[config.mk]
export PLATFORM = sky130hd
export DESIGN_NAME = clock_gate_ctrl
export DESIGN_NICKNAME = d
export VERILOG_FILES = /design/src/rtl/clock_gate_ctrl_pkg.sv /design/src/rtl/clock_gate_ctrl_stats.sv /design/src/rtl/clock_gate_ctrl.sv
export SDC_FILE = /design/constraint.sdc
export NUM_CORES = 1
export LEC_CHECK = 0
export BUFFER_PORTS_ARGS = -buffer_cell sky130_fd_sc_hd__clkbuf_2
export CAP_MARGIN = 20
export CORE_MARGIN = 3
export CORE_UTILIZATION = 50
export DETAILED_ROUTE_END_ITERATION = 8
export GPL_TIMING_DRIVEN = 1
export HOLD_SLACK_MARGIN = 0.06
export PLACE_DENSITY = 0.86
export SYNTH_ARGS = -nofsm -noshare
export SYNTH_HDL_FRONTEND = slang
export SYNTH_SLANG_ARGS = --single-unit
[constraint.sdc]
create_clock -name clk_i -period 1.9 [get_ports clk_i]
set_input_delay 0.095 -clock clk_i [delete_from_list [all_inputs] [get_ports clk_i]]
set_output_delay 0.095 -clock clk_i [all_outputs]
set_load 0.02 [all_outputs]
[src/rtl/clock_gate_ctrl_pkg.sv]
// Shared types and defaults for the clock-gate idle/wake sequencer.
package clock_gate_pkg;

   typedef enum logic [1:0] {
      RUN   = 2'd0,
      DRAIN = 2'd1,
      GATED = 2'd2,
      WAKE  = 2'd3
   } cg_state_e;

   localparam int unsigned CG_DEFAULT_IDLE_CYCLES = 16;
   localparam int unsigned CG_DEFAULT_WAKE_CYCLES = 2;
   localparam int unsigned CG_STATS_W             = 32;

endpackage

[src/rtl/clock_gate_ctrl_stats.sv]
// Saturating event counter with synchronous clear; clear wins over increment.
module clock_gate_stats
   import clock_gate_pkg::*;
#(
   parameter int unsigned W = CG_STATS_W
) (
   input  logic         clk,
   input  logic         rst_n,
   input  logic         clr,
   input  logic         inc,
   output logic [W-1:0] count
);

   // Count qualifying cycles, holding at all-ones.
   always_ff @(posedge clk or negedge rst_n) begin
      if (!rst_n) begin
         count <= '0;
      end else if (clr) begin
         count <= '0;
      end else if (inc && (count != '1)) begin
         count <= count + W'(1);
      end
   end

endmodule

[src/rtl/clock_gate_ctrl.sv]
// Idle-detect / wake sequencer driving the enable of an external ClockGate.
// Optional gated-cycle statistics counter: define CLOCK_GATE_CTRL_STATS_EN.
module clock_gate_ctrl
   import clock_gate_pkg::*;
#(
   parameter int unsigned NUM_REQ     = 4,
   parameter int unsigned IDLE_CYCLES = CG_DEFAULT_IDLE_CYCLES,
   parameter int unsigned WAKE_CYCLES = CG_DEFAULT_WAKE_CYCLES
) (
   input  logic               clk_i,
   input  logic               rst_ni,
   input  logic [NUM_REQ-1:0] busy_i,
   input  logic [NUM_REQ-1:0] wake_req_i,
   output logic [NUM_REQ-1:0] wake_ack_o,
   input  logic               force_on_i,
   output logic               cg_en_o,
   output logic               gated_o
`ifdef CLOCK_GATE_CTRL_STATS_EN
   ,
   input  logic                  stats_clr_i,
   output logic [CG_STATS_W-1:0] gated_cycles_o
`endif
);

   localparam int unsigned IDLE_W = $clog2(IDLE_CYCLES + 1);
   localparam int unsigned WAKE_W = $clog2(WAKE_CYCLES + 1);
   localparam logic [IDLE_W-1:0] IDLE_LAST = IDLE_W'(IDLE_CYCLES - 1);
   localparam logic [WAKE_W-1:0] WAKE_LAST = WAKE_W'(WAKE_CYCLES - 1);

   cg_state_e         state;
   logic [IDLE_W-1:0] idle_cnt;
   logic [WAKE_W-1:0] wake_cnt;
   logic              idle;

   assign idle = ~|busy_i & ~|wake_req_i & ~force_on_i;

   // Sequencer: enable/status are registered alongside the state so the
   // ClockGate enable never sees a combinational path from the inputs.
   always_ff @(posedge clk_i or negedge rst_ni) begin
      if (!rst_ni) begin
         state    <= RUN;
         cg_en_o  <= 1'b1;
         gated_o  <= 1'b0;
         idle_cnt <= '0;
         wake_cnt <= '0;
      end else begin
         case (state)
            RUN: begin
               if (idle) begin
                  state    <= DRAIN;
                  idle_cnt <= '0;
               end
            end
            DRAIN: begin
               if (!idle) begin
                  state    <= RUN;
                  idle_cnt <= '0;
               end else if (idle_cnt == IDLE_LAST) begin
                  state   <= GATED;
                  cg_en_o <= 1'b0;
                  gated_o <= 1'b1;
               end else begin
                  idle_cnt <= idle_cnt + IDLE_W'(1);
               end
            end
            GATED: begin
               if (!idle) begin
                  state    <= WAKE;
                  wake_cnt <= '0;
                  cg_en_o  <= 1'b1;
                  gated_o  <= 1'b0;
               end
            end
            WAKE: begin
               if (wake_cnt == WAKE_LAST) begin
                  state <= RUN;
               end else begin
                  wake_cnt <= wake_cnt + WAKE_W'(1);
               end
            end
            default: begin
               state   <= RUN;
               cg_en_o <= 1'b1;
               gated_o <= 1'b0;
            end
         endcase
      end
   end

   // Acknowledge is the only input-dependent output: requests pass through in RUN.
   always_comb begin
      wake_ack_o = wake_req_i & {NUM_REQ{state == RUN}};
   end

`ifdef CLOCK_GATE_CTRL_STATS_EN
   clock_gate_stats #(
      .W (CG_STATS_W)
   ) u_stats (
      .clk   (clk_i),
      .rst_n (rst_ni),
      .clr   (stats_clr_i),
      .inc   (~cg_en_o),
      .count (gated_cycles_o)
   );
`else
   // Statistics counter not built.
`endif

endmodule

==> reports/qor.yml, run 1 <==
dp_hpwl_um: 1050
max_freq_mhz: 590
met3_length_um: 79
area_delta_synth_final_pct: 15.3
place_congestion: 0.736
critPathLaunch: "idle_cnt[0]$_DFFE_PN0P_"
vdd_ir_drop_max_mv: 0.383
final_layout_size_suffix_gt1_share_pct: 24.0
chipWidth_um: 43.5
clkLatencyLatePin_ps: 270
design.core.area_sq_um: 1220
hold_violations: 0
synth_cell_type_count: 30
grt_pass1_vias: 638
fin_util_pct: 66.8
fin_nets: 111
io_buffer_count: 16
mappedNetlistArea_sq_um: 704
grt-ovfl-total: 0
seq_area_frac_synth_pct: 39.3
avgSynthCellArea_sq_um: 8.81
reg2reg_slack_ps: 210
start_util_pct: 57.9
yosysWarnings: 0
crit_fanout: 10
min_from: "force_on_i"
min_period_ps: 1690
final_area_sq_um: 812
maxSlewHeadroom_pct: 63.7
worst_ep_required_time_ps: 2040
wl_met1_um: 630
rows: 12
synth-seq-cells: 11
routed.top_layer: "met4"
power_density_nw_per_um2: 535
die_area_sq_um: 1900
dpl_cell_area_sq_um: 773
routed_wl_um: 1390
cp-end-kind: "flop"
clk_pin_slew_ps: 70
worstPathArrival_ps: 1830
via_per_inst: 5.92
cts_buffers: 3
htreeDepth: 1
syn-num-nets: 94
layout_commonest_cell: "clkbuf_2"
cts_num_sinks: 11
hp-class: "input port to flop"
worst_slew_pin_slew_ps: 545
fillers: 92
cts-root-buf: "clkbuf_4"
dr_total_vias: 651
route.detailed.drc: 0
wl_met2_um: 661
slowest_stage: "dfrtp_1"
fin_setup_tns_ps: 0
final-max-slew-violation-count: 0
rsz0062_at_grt: "no"
start_kind: "flop"
antenna_found_initial: 0
reg2reg_from: "idle_cnt[0]$_DFFE_PN0P_"
grt_util_all_layers_pct: 17.8
cpPeakStageDelay_ps: 410
grt_max_degree: 20
tritoncts: "done"
avgRoutedWirePerCell_um: 12.6
crit_chain: "ha_1, and3_1, ha_2, nor2b_1, a21oi_1, o22ai_1, a31oi_1"
cts_max_path_buffers: 2
finClkSkew_ps: 3.84
firstDrtPassIters: 4
fp.dieH_um: 43.5
fin_crit_sh_pct: 89.2
crit_type: "flop to flop"
max-cap-violations: 0
setup_viol: 0
status: "finished, final reports clean"
p_leak_nw: 0.359
ant_nets: 0
ioPinCount: 17
antenna_cells: 0
grt_pass1_wl_um: 2560
synth_cells: 80
mostFrequentLayoutCells: "16 x clkbuf_2, 10 x dfrtp_1, 9 x a21oi_1, 6 x nand3_1, 5 x o21ai_1"
drt_iter0_drc: 12
[kinds of logic (layout without fill, tap and decap cells)]
family | Yosys count | in the layout | synth area share (%)
fa+ha+maj | 3 | 3 | 5.33
buf+inv | 9 | 25 | 6.21
compound gates | 25 | 25 | 21.1
mux | 1 | 1 | 1.42
simple gates | 31 | 31 | 26.6
flops | 11 | 11 | 39.3
[sequential cells by signal (all words and copies together), names as in the netlist, named ones only]
register  flops
wake_cnt      2
cg_en_o       1
idle_cnt      5
state         1
gated_o       1
[cell type report]
cell class | count | area, sq um | share of cell area, %
multi-input cells | 60 | 387 | 47.6
flip-flops and latches | 11 | 277 | 34.1
repair buffers | 17 | 90.1 | 11.1
clock buffers | 4 | 26.3 | 3.24
well taps | 14 | 17.5 | 2.16
inverters | 4 | 15.0 | 1.85
[path summary, 6_finish.rpt]
path | end | depth (start not counted)
min reg2reg | gated_o$_DFFE_PN0P_ | 1
max | state[0]$_DFFE_PN0P_ | 7
max in group asynchronous | cg_en_o$_DFFE_PN1P_ | 2
min | wake_cnt[1]$_DFFE_PN0P_ | 4
min in group asynchronous | wake_cnt[1]$_DFFE_PN0P_ | 2
max reg2reg | state[0]$_DFFE_PN0P_ | 7
[routing by layer]
layer | vias to the layer above | GRT usage, %
li1 | 323 | -
met1 | 299 | 22.9
met2 | 27 | 29.8
met3 | 2 | 2.49
met4 | 0 | 7.23
met5 | - | 0
[what timing repair did]
item,in CTS,in global routing
setup endpoints to repair,0,1
buffers inserted,0,0
hold buffers,1,0
gates resized for setup,0,1
endpoints found under the hold margin,11,0
[report_power, final]
part	switching, mW	internal (mW)
Sequential	0.000112	0.234
Combinational	0.0203	0.0152
Clock	0.0835	0.0813
Total	0.104	0.331
[through the flow]
step	instances	setup WS [ps]	power, mW	hold WS, ps
6_report	110	206	0.435	179
5_1_grt	110	46.5	0.445	239
4_1_cts	110	156	0.433	187
3_5_place_dp	105	165	0.274	-11.6
3_3_place_gp	105	254	0.273	-16.4
2_1_floorplan	80	305	0.251	-201
[worst max-delay path, delay by kind of cell (launching register included)]
| family | cells | cell delay [ps] |
|---|---|---|
| fa+ha+maj | 2 | 440 |
| simple gates | 2 | 420 |
| flops | 1 | 410 |
| compound gates | 3 | 290 |
[synth_stat cells]
cell type / instances / area share, %
o22ai_1: 2 / 1.8
inv_1: 4 / 2.1
mux2i_1: 1 / 1.4
buf_2: 2 / 1.4
and2_1: 4 / 3.6
a31oi_1: 3 / 2.7
ha_1: 3 / 5.3
nand4b_1: 2 / 2.5
nand2_2: 1 / 0.89
a21boi_1: 1 / 1.1
nor4_4: 1 / 3.0
nor3b_1: 1 / 1.1
a21oi_1: 9 / 6.4
clkbuf_1: 1 / 0.53
dfstp_2: 1 / 3.7
nor2b_1: 2 / 1.8
o31ai_1: 1 / 1.1
nor2_1: 4 / 2.1
nand3_1: 6 / 4.3
o2bb2ai_1: 1 / 1.2
and3_1: 2 / 1.8
o21ai_0: 1 / 0.71
a2bb2oi_1: 1 / 1.2
nor3_1: 4 / 2.8
nand2_1: 2 / 1.1
o21ai_1: 5 / 3.6
buf_4: 2 / 2.1
a21bo_1: 1 / 1.4
nand2b_1: 2 / 1.8
dfrtp_1: 10 / 36
(Power assumes the default switching activity.)
==> inputs of run 2 (changes only) <==
Settings changed: BUFFER_PORTS_ARGS -buffer_cell sky130_fd_sc_hd__clkbuf_2 to -buffer_cell sky130_fd_sc_hd__buf_2, CORE_MARGIN 3 to 8.
==> reports/qor.yml, run 2 (synthesized netlist as in run 1, its figures left out) <==
status: "finished, final reports clean"  # unchanged
cts-root-buf: "clkbuf_4"  # unchanged
firstDrtPassIters: 4  # unchanged
ctsResizeCount: 0  # unchanged
io_buffer_count: 16  # unchanged
grt_max_degree: 20  # unchanged
top_register: "idle_cnt"  # unchanged
worst_slew_pin_slew_ps: 549  # was 545 ps
final_layout_size_suffix_gt1_share_pct: 22.9  # was 24.0%
vdd_ir_drop_max_mv: 0.376  # was 0.383 mV
drt_iter0_drc: 14  # was 12
critPathBufInv: 0  # unchanged
comb_power_share_pct: 8.4  # was 8.2%
cts_max_path_buffers: 2  # unchanged
setup_viol: 0  # unchanged
switching_share_pct: 22.7  # was 23.9%
cts_setup_buffers: 0  # unchanged
antenna_cells: 0  # unchanged
clk_pin_slew_ps: 70  # about the same
crit_type: "flop to flop"  # unchanged
start_kind: "flop"  # unchanged
cts_buffers: 3  # unchanged
maxSlewHeadroom_pct: 63.4  # was 63.7%
fin_crit_sh_pct: 91.7  # was 89.2%
clkPwrFrac_pct: 36.8  # was 37.9%
share_seq_of_total_power_pct: 54.8  # was 53.9%
worstPathArrival_ps: 1940  # was 1830 ps
max-cap-violations: 0  # unchanged
cp-end-kind: "flop"  # unchanged
rows: 13  # was 12
route.detailed.drc: 0  # unchanged
grt_util_all_layers_pct: 11.8  # was 17.8%
min_period_ps: 1740  # was 1690 ps
cts_hold_buf: 1  # unchanged
die_area_sq_um: 2870  # was 1900 sq um
power.internal_uw: 331  # about the same
routed_wl_um: 1480  # was 1390 um
fin_nets: 111  # unchanged
fillers: 117  # was 92
grt-ovfl-total: 0  # unchanged
mostFrequentLayoutCells: "16 x buf_2, 10 x dfrtp_1, 9 x a21oi_1, 6 x nand3_1, 5 x o21ai_1"  # was 16 x clkbuf_2, 10 x dfrtp_1, 9 x a21oi_1, 6 x nand3_1, 5 x o21ai_1
worst_ep_required_time_ps: 2090  # was 2040 ps
cpMostUsedCell: "ha_1"
place_congestion: 0.860  # was 0.736
slowest_stage: "dfrtp_1"  # unchanged
dr_total_vias: 630  # was 651
area_delta_synth_final_pct: 15.1  # was 15.3%
grt_pass1_wl_um: 2560  # unchanged
crit_chain: "ha_1, and3_1, ha_1, nand4b_1, nor3_1, a21oi_1, o21ai_1"  # was ha_1, and3_1, ha_2, nor2b_1, a21oi_1, o22ai_1, a31oi_1
dpl_cell_area_sq_um: 774  # was 773 sq um
largest_reg_flops: 5  # unchanged
cpLargestDelayFamily: "simple AND/OR/NAND/NOR gates"  # was adder cells
tritoncts: "done"  # unchanged
cpPeakStageDelay_ps: 420  # was 410 ps
power.switching_uw: 96.9  # was 104 uW
p_leak_nw: 0.359  # about the same
power_density_nw_per_um2: 527  # was 535 nW/um^2
dp_hpwl_um: 1130  # was 1050 um
fp.dieH_um: 53.5  # was 43.5 um
rsz0062_at_grt: "no"  # unchanged
design.core.area_sq_um: 1300  # was 1220 sq um
top_regs: "idle_cnt (5), wake_cnt (2)"  # unchanged
ioPinCount: 17  # unchanged
final-max-slew-violation-count: 0  # unchanged
cts_num_sinks: 11  # unchanged
hp-class: "input port to flop"  # unchanged
start_util_pct: 54.1  # was 57.9%
crit_fanout: 10  # unchanged
avgRoutedWirePerCell_um: 13.3  # was 12.6 um
hold_violations: 0  # unchanged
clkLatencyLatePin_ps: 260  # was 270 ps
htreeDepth: 1  # unchanged
final_area_sq_um: 811  # was 812 sq um
antenna_found_initial: 0  # unchanged
ant_nets: 0  # unchanged
fin_setup_tns_ps: 0  # unchanged
max_freq_mhz: 574  # was 590 MHz
finClkSkew_ps: 0.592  # was 3.84 ps
chipWidth_um: 53.5  # was 43.5 um
via_per_inst: 5.68  # was 5.92
grt_pass1_vias: 620  # was 638
layout_commonest_cell: "buf_2"  # was clkbuf_2
run 2: cell count changes in the layout (fill, tap and decap cells not counted), sizes merged:
cell    before  now
buf          0   16
clkbuf      20    4
run 2: path summary, 6_finish.rpt:
check | startpoint | endpoint | slack, ps | cells after the start
min in group asynchronous | rst_ni | idle_cnt[0]$_DFFE_PN0P_ | 240 | 2
worst max-delay path | idle_cnt[0]$_DFFE_PN0P_ | idle_cnt[3]$_DFFE_PN0P_ | 160 | 7
worst min register to register | gated_o$_DFFE_PN0P_ | gated_o$_DFFE_PN0P_ | 530 | 1
worst max register to register | idle_cnt[0]$_DFFE_PN0P_ | idle_cnt[3]$_DFFE_PN0P_ | 160 | 7
max in group asynchronous | rst_ni | cg_en_o$_DFFE_PN1P_ | 1400 | 2
worst min-delay path | force_on_i | wake_cnt[1]$_DFFE_PN0P_ | 170 | 4
run 2: area by class of cell:
cell class                      instances  area [sq um]  area share (%)
Timing Repair Buffer                   17          90.1            11.1
Sequential cell                        11           277            34.1
Multi-Input combinational cell         60           384            47.4
Tap cell                               15          18.8            2.31
Clock buffer                            4          26.3            3.24
Inverter                                4          15.0            1.85
run 2: per-layer routing:
metal | GRT usage (%) | vias up | wire length, um
li1 | - | 320 | -
met5 | 0 | - | 0
met3 | 2.75 | 2 | 66
met2 | 17.8 | 19 | 679
met4 | 7.56 | 0 | 27
met1 | 14.7 | 289 | 706
run 2: power groups by stage:
stage | combinational (mW) | sequential [mW] | clock, mW
finish | 0.0358 | 0.234 | 0.157
global route | 0.0398 | 0.234 | 0.178
CTS | 0.0366 | 0.234 | 0.161
detailed placement | 0.0349 | 0.239 | 0
global placement | 0.0342 | 0.239 | 0
floorplan | 0.0126 | 0.239 | 0
run 2: per-stage QoR:
stage               std cells  util, %  worst slack, ps  hold slack [ps]  power [mW]
finish                    111     62.3              157              171       0.428
global route              111     62.3             53.5              190       0.452
CTS                       111     62.3              182              169       0.432
detailed placement        106     59.5              179            -20.1       0.274
global placement          106     59.5              252            -26.2       0.273
floorplan                  80        -              305             -201       0.251
run 2: worst reg2reg max path: cells and delay by family, from the launching register on:
| kind | cells | cell delay [ps] |
|---|---|---|
| simple gates | 3 | 580 |
| fa+ha+maj | 2 | 500 |
| flops | 1 | 420 |
| compound gates | 2 | 170 |
==> inputs of run 3 (changes only) <==
Settings changed: ABC_AREA set to 1, PLACE_DENSITY 0.86 to 0.87.
==> reports/qor.yml, run 3 <==
fin_util_pct: 63.3  # was 62.3%
drt_iter0_drc: 19  # was 14
syn-num-nets: 107  # was 94
grt-ovfl-total: 0  # unchanged
seq_area_frac_synth_pct: 40.2  # was 39.3%
netlist.area_leader.share_pct: 36.4  # was 35.5%
antenna_found_initial: 0  # unchanged
fin_setup_tns_ps: 0  # unchanged
setup_ws_ps: 413  # was 157 ps
layout_commonest_cell: "nand2_1"  # was buf_2
synth_edf_count: 0  # unchanged
finClkSkew_ps: 4.02  # was 0.592 ps
firstDrtPassIters: 4  # unchanged
grt_pass1_vias: 635  # was 620
grt_max_degree: 12  # was 20
cts_max_path_buffers: 2  # unchanged
area_delta_synth_final_pct: 19.6  # was 15.1%
endpoint: "idle_cnt[0]$_DFFE_PN0P_"  # was idle_cnt[3]$_DFFE_PN0P_
reg2reg_from: "idle_cnt[0]$_DFFE_PN0P_"  # unchanged
timing.rr.end: "idle_cnt[0]$_DFFE_PN0P_"  # was idle_cnt[3]$_DFFE_PN0P_
fin_hold_ws_ps: 209  # was 171 ps
avgRoutedWirePerCell_um: 11.0  # was 13.3 um
clk_pin_slew_ps: 70  # about the same
rows: 13  # unchanged
slowest_stage: "dfrtp_1"  # unchanged
avgSynthCellArea_sq_um: 7.40  # was 8.81 sq um
fin_crit_sh_pct: 78.3  # was 91.7%
route.detailed.drc: 0  # unchanged
final-max-slew-violation-count: 0  # unchanged
design.core.area_sq_um: 1300  # unchanged
cp-end-kind: "flop"  # unchanged
synth_ff_type: "dfrtp_1"  # unchanged
largest_reg_flops: 5  # unchanged
max-cap-violations: 0  # unchanged
worstPathArrival_ps: 1700  # was 1940 ps
synth-async-reset-ratio_pct: 100  # unchanged
mappedNetlistArea_sq_um: 688  # was 704 sq um
ioPinCount: 17  # unchanged
vdd_ir_drop_max_mv: 0.299  # was 0.376 mV
status: "finished, final reports clean"  # unchanged
mostFrequentLayoutCells: "25 x nand2_1, 16 x inv_1, 16 x buf_2, 12 x nor2_1, 10 x dfrtp_1"  # was 16 x buf_2, 10 x dfrtp_1, 9 x a21oi_1, 6 x nand3_1, 5 x o21ai_1
yosysMostFrequentCell: "nand2_1"  # was dfrtp_1
min_period_ps: 1490  # was 1740 ps
start_kind: "flop"  # unchanged
ctsResizeCount: 0  # unchanged
top_register: "idle_cnt"  # unchanged
final_layout_size_suffix_gt1_share_pct: 25.4  # was 22.9%
dp_hpwl_um: 1120  # was 1130 um
crit_chain: "ha_1, nand2_1, nor2_1, ha_1, inv_1, nand3_2, or2_0, nand2_1"  # was ha_1, and3_1, ha_1, nand4b_1, nor3_1, a21oi_1, o21ai_1
antenna_cells: 0  # unchanged
p_leak_nw: 0.480  # was 0.359 nW
yosysWarnings: 0  # unchanged
r2r_cells: 8  # was 7
cts_buffers: 3  # unchanged
grt_util_all_layers_pct: 11.5  # was 11.8%
htreeDepth: 1  # unchanged
dr_total_vias: 642  # was 630
setup_viol: 0  # unchanged
fin_nets: 129  # was 111
grt_pass1_wl_um: 2460  # was 2560 um
routed_wl_um: 1420  # was 1480 um
synth_cells: 93  # was 80
synth_cell_type_count: 17  # was 30
die_area_sq_um: 2820  # was 2870 sq um
cpPeakStageDelay_ps: 410  # was 420 ps
reg2reg_slack_ps: 410  # was 160 ps
place_ws_ps: 425  # was 179 ps
rsz0062_at_grt: "no"  # unchanged
tritoncts: "done"  # unchanged
yosys-top-cells-count: "25 x nand2_1, 16 x inv_1, 12 x nor2_1"  # was 10 x dfrtp_1, 9 x a21oi_1, 6 x nand3_1
chipWidth_um: 53.1  # was 53.5 um
hold_violations: 0  # unchanged
synth_top_cell_by_area: "dfrtp_1"  # unchanged
fp.dieH_um: 53.1  # was 53.5 um
io_buffer_count: 16  # unchanged
synth-seq-cells: 11  # unchanged
top_regs: "idle_cnt (5), wake_cnt (2)"  # unchanged
maxSlewHeadroom_pct: 77.5  # was 63.4%
crit_type: "flop to flop"  # unchanged
via_per_inst: 4.98  # was 5.68
critPathLaunch: "idle_cnt[0]$_DFFE_PN0P_"  # unchanged
cts_num_sinks: 11  # unchanged
clkLatencyLatePin_ps: 270  # was 260 ps
start_util_pct: 52.9  # was 54.1%
cts-root-buf: "clkbuf_4"  # unchanged
synth_area_leaders: "dfrtp_1 36%, nand2_1 14%, inv_1 8.7%"  # was dfrtp_1 36%, a21oi_1 6.4%, ha_1 5.3%
hp-class: "input port to asynchronous set/reset pin"  # was input port to flop
max_freq_mhz: 672  # was 574 MHz
place_congestion: 0.851  # was 0.860
crit_fanout: 4  # was 10
worst_ep_required_time_ps: 2110  # was 2090 ps
worst_slew_pin_slew_ps: 335  # was 549 ps
power_density_nw_per_um2: 566  # was 527 nW/um^2
ant_nets: 0  # unchanged
## run 3: cell count changes after synthesis, sizes merged, moves of 3 or more
cell / change
a21oi: -9
a31oi: -3
and2: -4
buf: -4
inv: +12
nand2: +23
nand3: +4
nor2: +13
nor3: -3
## run 3: logic make-up (layout without fill, tap and decap cells)
family / after synthesis / in the layout / synth area share, %
adder cells (fa/ha/maj): 3 / 3 / 5.46
buffers and inverters: 16 / 37 / 8.73
flip-flops: 11 / 11 / 40.2
AND/OR/NAND/NOR: 57 / 57 / 40.2
AO/OA/AOI/OAI: 4 / 4 / 2.91
XOR/XNOR: 2 / 2 / 2.55
## run 3: critical path: cells and delay by family (launching register included)
kind                     cells  cell delay, ps
AND/OR/NAND/NOR              5             490
adder cells (fa/ha/maj)      2             440
flip-flops                   1             410
buffers and inverters        1              90
## run 3: where the power goes
group / internal (mW) / total [mW] / switching [mW]
Sequential: 0.236 / 0.238 / 0.00199
Clock: 0.0814 / 0.161 / 0.0800
Combinational: 0.0237 / 0.0668 / 0.0432
## run 3: routing by layer
| metal | track usage [%] | up-vias | routed length, um |
|---|---|---|---|
| met4 | 8.40 | 0 | 34 |
| met2 | 19.1 | 27 | 651 |
| met3 | 2.52 | 5 | 147 |
| met5 | 0 | - | 0 |
| met1 | 12.3 | 282 | 588 |
| li1 | - | 328 | - |
## run 3: worst min path at each step
stage | start | to | slack, ps | cells past startpoint
global route | rst_ni | idle_cnt[0]$_DFFE_PN0P_ | 240 | 2
CTS | rst_ni | idle_cnt[0]$_DFFE_PN0P_ | 210 | 2
detailed placement | rst_ni | idle_cnt[0]$_DFFE_PN0P_ | -30 | 1
global placement | rst_ni | idle_cnt[0]$_DFFE_PN0P_ | -30 | 1
floorplan | rst_ni | asynchronous set/reset pin | -200 | 0
finish | rst_ni | idle_cnt[0]$_DFFE_PN0P_ | 210 | 2
## run 3: per-stage QoR
stage / std cells / power, mW / area [sq um]
final: 129 / 0.466 / 823
after global routing: 129 / 0.491 / 823
after CTS: 129 / 0.471 / 823
after detailed placement: 124 / 0.309 / 787
after global placement: 124 / 0.308 / 787
after floorplan: 93 / 0.281 / 688
## run 3: layout make-up
type / instances / area (sq um)
fill: 116 / 478
multi-input combinational: 66 / 352
sequential: 11 / 277
timing repair buffer: 17 / 90.1
inverter: 16 / 60.1
clock buffer: 4 / 26.3
tap: 15 / 18.8
## run 3: repair_timing
action / CTS / global route
buffers inserted: 0 / 0
hold buffers: 1 / 0
endpoints found under the hold margin: 11 / 0
